**config.mk**
```make
export PLATFORM = sky130hd
export DESIGN_NAME = mc_ctrl
export DESIGN_NICKNAME = d
export VERILOG_FILES = /design/src/rtl/mc_pkg.sv /design/src/rtl/mc_decode.sv /design/src/rtl/mc_ctrl.sv
export SDC_FILE = /design/constraint.sdc
export NUM_CORES = 1
export LEC_CHECK = 0
export BUFFER_PORTS_ARGS = -buffer_cell sky130_fd_sc_hd__buf_2
export CAP_MARGIN = 25
export CELL_PAD_IN_SITES_DETAIL_PLACEMENT = 2
export CELL_PAD_IN_SITES_GLOBAL_PLACEMENT = 2
export CORE_ASPECT_RATIO = 1.4
export CORE_MARGIN = 5
export CORE_UTILIZATION = 26
export DETAILED_ROUTE_END_ITERATION = 10
export GPL_TIMING_DRIVEN = 0
export HOLD_SLACK_MARGIN = 0.05
export PLACE_DENSITY = 0.83
export SLEW_MARGIN = 20
export SYNTH_ARGS = -nofsm -noshare
export SYNTH_HDL_FRONTEND = slang
export SYNTH_SLANG_ARGS = --single-unit
```
**constraint.sdc**
```tcl
create_clock -name clk -period 2.15 [get_ports clk]
set_clock_uncertainty 0.05 [all_clocks]
set_input_delay 0.215 -clock clk [delete_from_list [all_inputs] [get_ports clk]]
set_output_delay 0.215 -clock clk [all_outputs]
set_load 0.03 [all_outputs]
```
**src/rtl/mc_pkg.sv**
```systemverilog
// Shared encodings for the multi-cycle MIPS-subset controller: opcodes, functs,
// ALU operation codes, FSM states and decoded instruction classes.
package mc_pkg;

  localparam logic [5:0] OP_RTYPE = 6'h00;
  localparam logic [5:0] OP_J     = 6'h02;
  localparam logic [5:0] OP_ADDI  = 6'h08;
  localparam logic [5:0] OP_SLTI  = 6'h0A;
  localparam logic [5:0] OP_ANDI  = 6'h0C;
  localparam logic [5:0] OP_ORI   = 6'h0D;
  localparam logic [5:0] OP_LW    = 6'h23;
  localparam logic [5:0] OP_SW    = 6'h2B;

  localparam logic [5:0] FN_ADD = 6'h20;
  localparam logic [5:0] FN_SUB = 6'h22;
  localparam logic [5:0] FN_AND = 6'h24;
  localparam logic [5:0] FN_OR  = 6'h25;
  localparam logic [5:0] FN_SLT = 6'h2A;

  localparam logic [2:0] ALU_ADD = 3'd0;
  localparam logic [2:0] ALU_SUB = 3'd1;
  localparam logic [2:0] ALU_AND = 3'd2;
  localparam logic [2:0] ALU_OR  = 3'd3;
  localparam logic [2:0] ALU_SLT = 3'd4;

  typedef enum logic [3:0] {
    FETCH, DECODE, EXEC_R, EXEC_I, WB_ALU, MEM_ADDR, MEM_RD, WB_MEM, MEM_WR, TRAP
  } state_t;

  typedef enum logic [2:0] {
    CL_NOP, CL_RTYPE, CL_ITYPE, CL_LOAD, CL_STORE, CL_JUMP, CL_ILLEGAL
  } iclass_t;

endpackage

```
**src/rtl/mc_decode.sv**
```systemverilog
// Combinational instruction decode: classifies the IR word and picks the ALU
// operation and EXT16 sign mode it needs.
module mc_decode
  import mc_pkg::*;
(
  input  logic [31:0] ir,
  output iclass_t     iclass,
  output logic [2:0]  aluc,
  output logic        ext_sign
);

  always_comb begin
    iclass   = CL_ILLEGAL;
    aluc     = ALU_ADD;
    ext_sign = 1'b0;
    case (ir[31:26])
      OP_RTYPE: begin
        if (ir == '0) begin
          iclass = CL_NOP;
        end else begin
          iclass = CL_RTYPE;
          case (ir[5:0])
            FN_ADD:  aluc = ALU_ADD;
            FN_SUB:  aluc = ALU_SUB;
            FN_AND:  aluc = ALU_AND;
            FN_OR:   aluc = ALU_OR;
            FN_SLT:  aluc = ALU_SLT;
            default: iclass = CL_ILLEGAL;
          endcase
        end
      end
      OP_ADDI: begin iclass = CL_ITYPE; aluc = ALU_ADD; ext_sign = 1'b1; end
      OP_SLTI: begin iclass = CL_ITYPE; aluc = ALU_SLT; ext_sign = 1'b1; end
      OP_ANDI: begin iclass = CL_ITYPE; aluc = ALU_AND; end
      OP_ORI:  begin iclass = CL_ITYPE; aluc = ALU_OR;  end
      OP_LW:   begin iclass = CL_LOAD;  ext_sign = 1'b1; end
      OP_SW:   begin iclass = CL_STORE; ext_sign = 1'b1; end
      OP_J:    iclass = CL_JUMP;
      default: iclass = CL_ILLEGAL;
    endcase
  end

endmodule

```
**src/rtl/mc_ctrl.sv**
```systemverilog
// Multi-cycle control FSM: sequences fetch/decode/execute/memory/write-back over
// one shared request/ready memory port, counts retired instructions, traps on illegal words.
module mc_ctrl
  import mc_pkg::*;
#(
  parameter int unsigned CNT_W = 32
) (
  input  logic             clk,
  input  logic             rst,
  input  logic [31:0]      ir,
  input  logic             mem_ready,
  output logic             mem_req,
  output logic             mem_we,
  output logic             addr_src,
  output logic             ir_w,
  output logic             pc_w,
  output logic             pc_src,
  output logic             ab_w,
  output logic             alu_b_src,
  output logic             ext_sign,
  output logic [2:0]       aluc,
  output logic             aluout_w,
  output logic             rf_w,
  output logic             rf_dst,
  output logic             wb_src,
  output logic             trap,
  output logic [CNT_W-1:0] instret
);

  state_t     state, state_nx;
  iclass_t    iclass;
  logic [2:0] dec_aluc;
  logic       dec_ext;
  logic       retire;
  logic       trap_set;

  mc_decode u_decode (
    .ir       (ir),
    .iclass   (iclass),
    .aluc     (dec_aluc),
    .ext_sign (dec_ext)
  );

  always_ff @(posedge clk or negedge rst) begin
    if (!rst) state <= FETCH;
    else      state <= state_nx;
  end

  always_ff @(posedge clk or negedge rst) begin
    if (!rst) begin
      trap    <= 1'b0;
      instret <= '0;
    end else begin
      if (trap_set) trap    <= 1'b1;
      if (retire)   instret <= instret + CNT_W'(1);
    end
  end

  // Decode is gated by rst so a reset mid-request drops mem_req in the same cycle.
  always_comb begin
    state_nx  = state;
    retire    = 1'b0;
    trap_set  = 1'b0;
    mem_req   = 1'b0;
    mem_we    = 1'b0;
    addr_src  = 1'b0;
    ir_w      = 1'b0;
    pc_w      = 1'b0;
    pc_src    = 1'b0;
    ab_w      = 1'b0;
    alu_b_src = 1'b0;
    ext_sign  = 1'b0;
    aluc      = ALU_ADD;
    aluout_w  = 1'b0;
    rf_w      = 1'b0;
    rf_dst    = 1'b0;
    wb_src    = 1'b0;
    if (rst) begin
      case (state)
        FETCH: begin
          mem_req = 1'b1;
          if (mem_ready) begin
            ir_w     = 1'b1;
            pc_w     = 1'b1;
            state_nx = DECODE;
          end
        end
        DECODE: begin
          ab_w = 1'b1;
          case (iclass)
            CL_NOP:   begin retire = 1'b1; state_nx = FETCH; end
            CL_JUMP:  begin pc_w = 1'b1; pc_src = 1'b1; retire = 1'b1; state_nx = FETCH; end
            CL_RTYPE: state_nx = EXEC_R;
            CL_ITYPE: state_nx = EXEC_I;
            CL_LOAD,
            CL_STORE: state_nx = MEM_ADDR;
            default:  begin trap_set = 1'b1; state_nx = TRAP; end
          endcase
        end
        EXEC_R: begin
          alu_b_src = 1'b1;
          aluc      = dec_aluc;
          aluout_w  = 1'b1;
          state_nx  = WB_ALU;
        end
        EXEC_I: begin
          aluc     = dec_aluc;
          ext_sign = dec_ext;
          aluout_w = 1'b1;
          state_nx = WB_ALU;
        end
        WB_ALU: begin
          rf_w     = 1'b1;
          rf_dst   = (iclass == CL_ITYPE);
          retire   = 1'b1;
          state_nx = FETCH;
        end
        MEM_ADDR: begin
          aluc     = ALU_ADD;
          ext_sign = dec_ext;
          aluout_w = 1'b1;
          state_nx = (iclass == CL_STORE) ? MEM_WR : MEM_RD;
        end
        MEM_RD: begin
          mem_req  = 1'b1;
          addr_src = 1'b1;
          if (mem_ready) state_nx = WB_MEM;
        end
        WB_MEM: begin
          rf_w     = 1'b1;
          rf_dst   = 1'b1;
          wb_src   = 1'b1;
          retire   = 1'b1;
          state_nx = FETCH;
        end
        MEM_WR: begin
          mem_req  = 1'b1;
          mem_we   = 1'b1;
          addr_src = 1'b1;
          if (mem_ready) begin
            retire   = 1'b1;
            state_nx = FETCH;
          end
        end
        TRAP:    state_nx = TRAP;
        default: state_nx = FETCH;
      endcase
    end
  end

endmodule

```
==> impl_metrics.csv <==
group,metric,value,unit
placement,hpwl,6080,um
floorplanning,core,8660,sq um
outcome,violations,"setup timing",
floorplanning,fp.dieW,89.8,um
worst_setup_path,cp_slowest_cell,"dfrtp_2",
worst_setup_path,cp.required,2260,ps
synthesis,synth_cell_types,44,
worst_setup_path,r2r-start,"state[2]$_DFFE_PN0P_",
global_route,grt_max_degree,38,
drt,drtAntennaViolNets,0,
outcome,status,"complete, but fails checks",
worst_setup_path,critPathCaptureType,"flip-flop",
synthesis,seq_area_frac_synth,0.400,
clocking,clock_sinks,37,
drt,viasPerCell,5.23,
synthesis,ys_ff_latch,37,
cells_and_area,area_growth,52.6,%
worst_setup_path,critical_path_class,"flip-flop to flip-flop",
drt,drc,0,
drt,drt_iter0_markers,37,
worst_setup_path,arrival,2390,ps
drt,routedWlPerCell,20.1,um
worst_setup_path,r2r_end,"instret[28]$_DFFE_PN0P_",
synthesis,synth_top_cell_by_area,"dfrtp_1",
drt,via_count,2462,
timing,rsz0062_at_grt,"true",
clocking,clkTransAtPathRegs,60,ps
placement,placedCellCount,437,
power,power-per-cell-area,507,nW/um^2
global_route,grt-ovfl-total,0,
placement,io_buffers,81,
synthesis,synthFlopType,"dfrtp_1",
synthesis,synthTopCellsByArea,"dfrtp_1 (40%), xnor2_1 (11%), nand4_1 (5.1%), nand2_1 (4.5%), nand3_1 (3.9%)",
cells_and_area,finalNonFillerCells,471,
timing,maxSlewViolCount,0,
timing,fin_crit,2280,ps
floorplanning,start_util,0.268,
worst_setup_path,r2r_cells,8,
clocking,clkLatencyLatePin,280,ps
cells_and_area,layout.nets,401,
synthesis,synth_nets,287,
drt,wl,9480,um
worst_setup_path,startpoint,"state[2]$_DFFE_PN0P_",
worst_setup_path,cp-endpoint,"instret[28]$_DFFE_PN0P_",
synthesis,syn_inst,251,
flow_run,drv_cap,0,
cells_and_area,layout_commonest_cell,"buf_2",
timing,setup_slack,-135,ps
worst_setup_path,crit_path_start_kind,"flip-flop",
placement,gp_congestion,0.797,
synthesis,netlist_area,2320,sq um
floorplanning,io_pins,84,
timing,fmax,438,MHz
timing,worst_pin_slew,604,ps
global_route,antenna_found_initial,0,
worst_setup_path,cp_slowest_stage_delay,470,ps
floorplanning,dieArea,10900,sq um
worst_setup_path,timing.critical_path.mode_cell,"a211oi_4",
floorplanning,fp-row-count,40,
synthesis,netlist.area_leader.share,0.400,
synthesis,synth-async-reset-ratio,1.00,
clocking,cts.htree.levels,2,
hold_path,hp-class,"input pin to flip-flop",
cells_and_area,utilization,0.408,
global_route,grt_pass1_vias,2700,
timing,finalCritPeriodShare,1.06,
timing,whs,246,ps
timing,slew_headroom,0.598,
synthesis,syn_avg_cell_area,9.23,sq um
clocking,cts_root_buf,"clkbuf_16",
timing,hold_viol_final,0,
drt,first_pass_iters,4,
timing,setup_viol,26,
cells_and_area,layout.cells.most_common_list,"buf_2 (79), dfrtp_1 (31), xnor2_1 (26)",
clocking,clockBufferDepth,2,
clocking,cts_tree,"built",
synthesis,synth_edf_count,0,
global_route,grt_pass1_wl,14100,um
synthesis,ys_warn_count,0,
clocking,numCtsBuffers,5,
power,ir_worst_vdd,0.383,mV
worst_setup_path,ff2ff_setup_slack,-130,ps
cells_and_area,diodes,0,
floorplanning,die_h,122,um
worst_setup_path,critical_path_peak_fanout,5,
worst_setup_path,cp_cell_sequence,"nor4b_4, a211oi_4, a21o_4, a211oi_4, buf_4, buf_6, nand3_1, xnor2_1",
global_route,grtUsageTotal,0.155,
power,leakage,1.63,nW
cells_and_area,drive_gt1_frac,0.459,
==> worst max-delay path: cells and delay by family, from the launching register on <==
kind	cells	cell delay, ps
buffers and inverters	2	320
AOI/OAI and AO/OA	3	660
DFF	1	470
xor gates and xnor gates	1	160
and+or+nand+nor	2	500
==> layer usage <==
metal / vias up / track usage / routed length (um)
li1: 1137 / - / -
met1: 1227 / 0.173 / 3550
met2: 86 / 0.294 / 5160
met3: 12 / 0.0432 / 592
met4: 0 / 0.0255 / 182
met5: - / 0 / 0
==> worst min path at each step <==
stage | cells after the start | endpoint | startpoint
3_3_place_gp | 1 | instret[7]$_DFFE_PN0P_ | rst
5_1_grt | 2 | state[2]$_DFFE_PN0P_ | rst
2_1_floorplan | 0 | instret[0]$_DFFE_PN0P_ | rst
3_5_place_dp | 1 | instret[7]$_DFFE_PN0P_ | rst
4_1_cts | 2 | state[2]$_DFFE_PN0P_ | rst
6_report | 2 | state[2]$_DFFE_PN0P_ | rst
==> cell families after synthesis <==
family                     after synthesis  share of synthesized area
AOI/OAI and AO/OA                       32                      0.113
xor gates and xnor gates                33                      0.125
adders and majority gates                1                    0.00540
buffers and inverters                   16                     0.0346
DFF                                     37                      0.400
muxes                                    4                     0.0184
and+or+nand+nor                        128                      0.305
==> through the flow <==
step	area, sq um	total power [mW]	TNS [ps]	setup WS, ps
finish	3540	1.79	-1360	-135
global route	3540	1.87	-3850	-209
CTS	3230	1.80	-258	-56.7
detailed placement	2870	0.916	-12990	-455
global placement	2870	0.911	-10950	-402
floorplan	2340	0.824	0	3.43
==> Yosys cell counts (4+ instances only) <==
cell type  instances
nor4_1             9
inv_1              7
o21ai_0            6
clkbuf_1           5
nor2_1            14
nand2_1           28
xnor2_1           30
nor2b_1            4
nand4_1           19
dfrtp_1           37
nor3_1            11
a21oi_1           11
nand3_1           18
and3_1            10
==> sequential cells by signal (all words and copies together) (netlist names) <==
register,cells
state,4
instret,32
trap,1
==> power breakdown <==
group	internal, mW	switching (mW)
Combinational	0.0634	0.117
Clock	0.579	0.302
Sequential	0.714	0.0187
Total	1.36	0.437
==> final cells by class <==
cell class | count | area (sq um)
Clock inverter | 2 | 37.5
Multi-Input combinational cell | 198 | 1530
Sequential cell | 37 | 933
Timing Repair Buffer | 108 | 668
Buffer | 8 | 63.8
Clock buffer | 6 | 139
Fill cell | 956 | 5120
Tap cell | 105 | 131
Inverter | 7 | 28.8
==> timing repair <==
| action | in CTS | in global routing |
|---|---|---|
| endpoints found under the setup margin | 42 | 34 |
| buffers inserted | 8 | 14 |
| gates cloned | 1 | 2 |
| resized for setup | 22 | 40 |
| hold endpoints to repair | 37 | 0 |
| hold buffers | 2 | 0 |
| pin swaps | 16 | 22 |
Power figures use the tool's default switching activity.
